--- src/rtl/alu_mc_pkg.sv ---
// alu_mc_pkg: opcodes, FSM state encoding and small decode helpers shared
// by the multi-cycle ALU and its combinational sub-block.
package alu_mc_pkg;

  localparam logic [3:0] ALU_ADD  = 4'd0;
  localparam logic [3:0] ALU_SUB  = 4'd1;
  localparam logic [3:0] ALU_AND  = 4'd2;
  localparam logic [3:0] ALU_OR   = 4'd3;
  localparam logic [3:0] ALU_XOR  = 4'd4;
  localparam logic [3:0] ALU_SLT  = 4'd5;
  localparam logic [3:0] ALU_SLTU = 4'd6;
  localparam logic [3:0] ALU_SLL  = 4'd7;
  localparam logic [3:0] ALU_SRL  = 4'd8;
  localparam logic [3:0] ALU_SRA  = 4'd9;
  localparam logic [3:0] ALU_MUL  = 4'd10;

  typedef enum logic [1:0] {
    ST_IDLE  = 2'd0,
    ST_SHIFT = 2'd1,
    ST_MUL   = 2'd2
  } state_e;

  function automatic logic is_shift(input logic [3:0] op);
    return (op == ALU_SLL) || (op == ALU_SRL) || (op == ALU_SRA);
  endfunction

endpackage

--- src/rtl/alu_mc_comb.sv ---
// alu_mc_comb: purely combinational single-cycle operations (ADD..SLTU).
// Any other opcode yields zero. adder_n_subtractor is the shared
// add/subtract carry chain that also produces the compare flags.
module adder_n_subtractor #(
  parameter int N = 32
) (
  input  logic [N-1:0] a,
  input  logic [N-1:0] b,
  input  logic         sub,
  output logic [N-1:0] sum,
  output logic         cout,
  output logic         ovf
);
  logic [N-1:0] bx;

  assign bx          = b ^ {N{sub}};
  assign {cout, sum} = {1'b0, a} + {1'b0, bx} + {{N{1'b0}}, sub};
  // Two's-complement overflow: operands agree in sign, sum disagrees.
  assign ovf         = (a[N-1] == bx[N-1]) && (sum[N-1] != a[N-1]);
endmodule

module alu_mc_comb
  import alu_mc_pkg::*;
#(
  parameter int XLEN = 32
) (
  input  logic [XLEN-1:0] a,
  input  logic [XLEN-1:0] b,
  input  logic [3:0]      op,
  output logic [XLEN-1:0] y
);
  logic [XLEN-1:0] sum;
  logic            cout;
  logic            ovf;
  logic            sub;

  assign sub = (op != ALU_ADD);

  adder_n_subtractor #(.N(XLEN)) u_addsub (
    .a    (a),
    .b    (b),
    .sub  (sub),
    .sum  (sum),
    .cout (cout),
    .ovf  (ovf)
  );

  // Select the single-cycle result; compares come from the a-b flags.
  always_comb begin
    y = '0;
    case (op)
      ALU_ADD, ALU_SUB: y = sum;
      ALU_AND:          y = a & b;
      ALU_OR:           y = a | b;
      ALU_XOR:          y = a ^ b;
      ALU_SLT:          y = {{(XLEN-1){1'b0}}, sum[XLEN-1] ^ ovf};
      ALU_SLTU:         y = {{(XLEN-1){1'b0}}, ~cout};
      default:          y = '0;
    endcase
  end
endmodule

--- src/rtl/alu_mc.sv ---
// alu_mc: multi-cycle ALU with start/ready handshake and one-cycle valid
// pulse. Shifts iterate one bit per cycle. Define ALU_MC_MUL_EN to build
// the iterative shift-add multiplier (opcode 10); otherwise opcode 10 is
// treated as illegal and the FSM only has IDLE and SHIFT.
module alu_mc
  import alu_mc_pkg::*;
#(
  parameter  int XLEN = 32,
  localparam int SHW  = $clog2(XLEN)
) (
  input  logic            clk,
  input  logic            rst_n,
  input  logic            start,
  input  logic [XLEN-1:0] a,
  input  logic [XLEN-1:0] b,
  input  logic [3:0]      alucontrol,
  output logic            ready,
  output logic            valid,
  output logic [XLEN-1:0] result,
  output logic            zero
);
  // Counter must hold XLEN itself for the multiplier, hence one extra bit.
  localparam int CW = SHW + 1;
  localparam logic [CW-1:0] CNT_ONE = CW'(1);

  state_e          state_q, state_d;
  logic [CW-1:0]   cnt_q, cnt_d;
  logic [3:0]      op_q, op_d;
  logic [XLEN-1:0] sh_q, sh_d;
  logic [XLEN-1:0] result_q, result_d;
  logic            valid_q, valid_d;
  logic [XLEN-1:0] comb_y;
  logic [XLEN-1:0] sh_nxt;
  logic [SHW-1:0]  shamt;
`ifdef ALU_MC_MUL_EN
  logic [XLEN-1:0] mcand_q, mcand_d;
  logic [XLEN-1:0] mplier_q, mplier_d;
  logic [XLEN-1:0] acc_q, acc_d;
  logic [XLEN-1:0] acc_nxt;
`endif

  function automatic logic [XLEN-1:0] shift_one(input logic [3:0] op,
                                                input logic [XLEN-1:0] x);
    logic signed [XLEN-1:0] sx;
    sx = x;
    case (op)
      ALU_SLL: return x << 1;
      ALU_SRA: return sx >>> 1;
      default: return x >> 1;
    endcase
  endfunction

  alu_mc_comb #(.XLEN(XLEN)) u_comb (
    .a  (a),
    .b  (b),
    .op (alucontrol),
    .y  (comb_y)
  );

  assign shamt  = b[SHW-1:0];
  assign sh_nxt = shift_one(op_q, sh_q);
`ifdef ALU_MC_MUL_EN
  assign acc_nxt = acc_q + (mplier_q[0] ? mcand_q : '0);
`endif

  // Next-state and datapath updates for accept, shift and multiply steps.
  always_comb begin
    state_d  = state_q;
    cnt_d    = cnt_q;
    op_d     = op_q;
    sh_d     = sh_q;
    result_d = result_q;
    valid_d  = 1'b0;
`ifdef ALU_MC_MUL_EN
    mcand_d  = mcand_q;
    mplier_d = mplier_q;
    acc_d    = acc_q;
`endif
    case (state_q)
      ST_IDLE: begin
        if (start) begin
          op_d = alucontrol;
          if (is_shift(alucontrol) && (shamt != '0)) begin
            sh_d    = a;
            cnt_d   = {1'b0, shamt};
            state_d = ST_SHIFT;
          end
`ifdef ALU_MC_MUL_EN
          else if (alucontrol == ALU_MUL) begin
            mcand_d  = a;
            mplier_d = b;
            acc_d    = '0;
            cnt_d    = CW'(XLEN);
            state_d  = ST_MUL;
          end
`endif
          else begin
            // Zero-distance shifts pass A through; illegal opcodes give 0.
            valid_d  = 1'b1;
            result_d = is_shift(alucontrol) ? a : comb_y;
          end
        end
      end
      ST_SHIFT: begin
        if (cnt_q == CNT_ONE) begin
          result_d = sh_nxt;
          valid_d  = 1'b1;
          cnt_d    = '0;
          state_d  = ST_IDLE;
        end else begin
          sh_d  = sh_nxt;
          cnt_d = cnt_q - CNT_ONE;
        end
      end
`ifdef ALU_MC_MUL_EN
      ST_MUL: begin
        if (cnt_q == CNT_ONE) begin
          result_d = acc_nxt;
          valid_d  = 1'b1;
          cnt_d    = '0;
          state_d  = ST_IDLE;
        end else begin
          acc_d    = acc_nxt;
          mcand_d  = mcand_q << 1;
          mplier_d = mplier_q >> 1;
          cnt_d    = cnt_q - CNT_ONE;
        end
      end
`endif
      default: state_d = ST_IDLE;
    endcase
  end

  // Control and visible outputs; reset aborts any operation in flight.
  always_ff @(posedge clk) begin
    if (!rst_n) begin
      state_q  <= ST_IDLE;
      cnt_q    <= '0;
      valid_q  <= 1'b0;
      result_q <= '0;
    end else begin
      state_q  <= state_d;
      cnt_q    <= cnt_d;
      valid_q  <= valid_d;
      result_q <= result_d;
    end
  end

  // Working datapath registers; only meaningful while the FSM is busy.
  always_ff @(posedge clk) begin
    op_q <= op_d;
    sh_q <= sh_d;
`ifdef ALU_MC_MUL_EN
    mcand_q  <= mcand_d;
    mplier_q <= mplier_d;
    acc_q    <= acc_d;
`endif
  end

  assign ready  = (state_q == ST_IDLE);
  assign valid  = valid_q;
  assign result = result_q;
  assign zero   = ~|result_q;

endmodule
--- config.mk ---
export PLATFORM = sky130hd
export DESIGN_NAME = alu_mc
export DESIGN_NICKNAME = d
export VERILOG_FILES = /design/src/rtl/alu_mc_pkg.sv /design/src/rtl/alu_mc_comb.sv /design/src/rtl/alu_mc.sv
export SDC_FILE = /design/constraint.sdc
export NUM_CORES = 1
export LEC_CHECK = 0
export ABC_AREA = 0
export CAP_MARGIN = 5
export CORE_ASPECT_RATIO = 1.4
export CORE_MARGIN = 4
export CORE_UTILIZATION = 50
export CTS_BUF_LIST = sky130_fd_sc_hd__clkbuf_4 sky130_fd_sc_hd__clkbuf_8
export CTS_CLUSTER_DIAMETER = 30
export DETAILED_ROUTE_END_ITERATION = 10
export HOLD_SLACK_MARGIN = 0.06
export PLACE_DENSITY = 0.74
export RECOVER_POWER = 100
export SYNTH_ARGS = -nofsm -noshare
export SYNTH_HDL_FRONTEND = slang
export SYNTH_SLANG_ARGS = --single-unit
--- constraint.sdc ---
create_clock -name clk -period 6.8 [get_ports clk]
set_clock_uncertainty 0.05 [all_clocks]
set_input_delay 0.68 -clock clk [delete_from_list [all_inputs] [get_ports clk]]
set_output_delay 0.68 -clock clk [all_outputs]
set_load 0.03 [all_outputs]
==> reports/metrics.yaml <==
run_status:
  status: "finished with violations"
  violations: "max-capacitance violations, max-slew violations"
drt:
  routed_wl_um: 24800
  detail-route-antenna-nets: 0
  drc_errors: 0
  num_vias: 7804
  drt_iter0_drc: 455
  wl_per_cell_um: 20.1
  vias_per_cell: 6.31
  drt_pass1_iterations: 7
global_route:
  grt_start_max_net_pins: 79
  antenna_found_initial: 0
  grt_usage_pct: 28.2
  grt_pass1_wl_um: 39600
  grt_overflow: 0
  grt_pass1_vias: 7840
critical_path:
  crit_type: "flop to flop"
  end_kind: "flop"
  ff2ff_path_depth: 7
  required_ns: 7.02
  timing.rr.start: "state_q[0]$_SDFFE_PN0P_"
  critPathLaunch: "state_q[0]$_SDFFE_PN0P_"
  path_max_fanout: 78
  worstSetupStartpointType: "flop"
  critPathArrivalTime_ns: 5.53
clocking:
  cts_setup_buffers: 0
  cts_tree: "built"
  cts_buffer_depth: 2
  cts.sinks: 76
  cts_buffers: 9
  cts_root_buffer: "clkbuf_8"
  ctsResizeCount: 0
  clkTransAtPathRegs_ns: 0.09
  insertion_delay_ns: 0.37
  htree_levels: 3
  cts_hold_buf: 0
sta:
  whs_ns: 0.454
  fmax_mhz: 189
  maxSlewHeadroom_pct: -119
  report.final.slew_viol_count: 112
  timing.final.crit_share_pct: 78.0
  worst_slack_ns: 1.50
  tightest_slew_ns: 3.29
  period_needed_ns: 5.30
  setup_viol: 0
  hold_violations: 0
  setup_tns_ns: 0
  rsz0062_at_grt: "false"
synth:
  synth_seq_area_share_pct: 24.7
  synth_edf_count: 36
  synth_cells: 964
  ys.flop_type: "dfxtp_1"
  synth_seq_cells: 76
  synth_cell_types: 60
  syn_avg_cell_area_um2: 7.89
  async_flop_share_pct: 0
  syn_area_um2: 7610
  yosys_warnings: 0
  synth_fp_nets: 1135
run:
  drv_cap: 2
cells_and_area:
  drive_gt1_share_pct: 3.92
  fillerInstances: 1450
  nets: 1211
  syn_to_final_growth_pct: 19.2
  antennaDiodeCount: 0
  stdcell_count: 1237
  final_util_pct: 60.5
power_and_ir_drop:
  ir_worst_vdd_v: 0.000114
  powerDensity_nw_per_um2: 177
  leakagePower_nw: 3.92
placement:
  gp_congestion: 0.907
  io_buffers: 105
  dp_cells: 1221
  dp_slack_ns: 1.89
  dp_hpwl_um: 17500
hold_path:
  hold-path-cell-count: 2
  hp-class: "flop to flop"
  hold_start: "result[8]$_SDFFE_PN0P_"
floorplanning:
  rows: 53
  die_h_um: 154
  die_area_um2: 17300
  die_w_um: 112
  start_util_pct: 50.8
  core-area_um2: 15000
  ios: 106
==> power by group <==
group | total, W | switching (W) | internal (W)
combinational | 0.000569 | 0.000342 | 0.000227
clock | 0.000488 | 0.000189 | 0.000300
sequential | 0.000549 | 0.0000299 | 0.000519
total | 0.00161 | 0.000561 | 0.00105
==> cells in the final DEF (no fill, tap or decap), types with 28 or more instances in the layout <==
master	n
dlygate4sd3_1	39
o21ai_0	86
nand2_1	62
inv_1	80
a21o_1	28
nor2_1	70
ha_1	99
clkdlybuf4s50_1	66
a21oi_1	111
edfxtp_1	36
xnor2_1	42
dfxtp_1	40
==> per-layer routing <==
metal	global-route usage, %	up-vias	share of wire, %
li1	-	3694	-
met1	33.1	3723	40
met2	48.9	318	49
met3	4.92	69	6.8
met4	14.0	0	4.1
met5	0	-	0
==> kinds of logic after synthesis <==
kind of cell,count (synthesis),synth area share [%]
AO/OA/AOI/OAI,352,29.0
AND/OR/NAND/NOR,232,14.5
buffers and inverters,134,6.73
adder cells (fa/ha/maj),100,16.5
flip-flops,76,24.7
XOR/XNOR,47,5.41
multiplexers,23,3.16
==> critical path: stages (launching register included) <==
cell,delay (ns)
dfxtp_1,0.34
clkbuf_1,2.31
a311o_1,0.95
nor2_1,0.29
clkbuf_1,0.48
a311oi_1,0.41
nand3_1,0.13
o221a_2,0.23
==> path summary, 6_finish.rpt <==
path                             endpoint  slack [ns]
setup / recovery  result[28]$_SDFFE_PN0P_        1.50
hold / removal     result[8]$_SDFFE_PN0P_        0.45
setup reg to reg  result[28]$_SDFFE_PN0P_        1.50
hold reg to reg    result[8]$_SDFFE_PN0P_        0.45
==> stage by stage <==
stage	total power, W	cell area [um^2]
floorplan	0.000916	7610
global placement	0.00111	8830
detailed placement	0.00112	8830
CTS	0.00161	9100
global route	0.00169	9070
finish	0.00161	9070
==> flip-flops by register name, summed over array words and instances (netlist names) <==
signal and cells:
state_q 1, op_q 4, cnt_q 6, result 32, valid 1, sh_q 32
==> final cells by class <==
| cell class | count | area (um^2) | share of cell area [%] |
|---|---|---|---|
| well taps | 192 | 240 | 2.65 |
| multi-input cells | 754 | 5240 | 57.8 |
| repair buffers | 118 | 1130 | 12.5 |
| clock buffers | 12 | 153 | 1.68 |
| clock inverters | 4 | 120 | 1.32 |
| inverters | 81 | 304 | 3.35 |
| flip-flops and latches | 76 | 1880 | 20.7 |
==> synth_stat cells, drive strengths merged, types with 7 or more instances <==
library cell	number	area [um^2]
edfxtp	36	1080
a221oi	24	210
mux2	8	90.1
nand3	27	135
a21o	28	210
dfxtp	40	801
ha	99	1240
clkbuf	36	135
a21oi	111	556
nor3	18	90.1
inv	80	300
a211oi	11	82.6
nor2	70	263
o211ai	7	52.6
a22oi	15	113
and3	7	43.8
buf	17	72.6
xnor2	42	368
nor4	13	96.3
o21ai	87	435
mux2i	15	150
a31oi	21	131
nand2b	7	43.8
nand2	62	233
(Power assumes the default switching activity.)
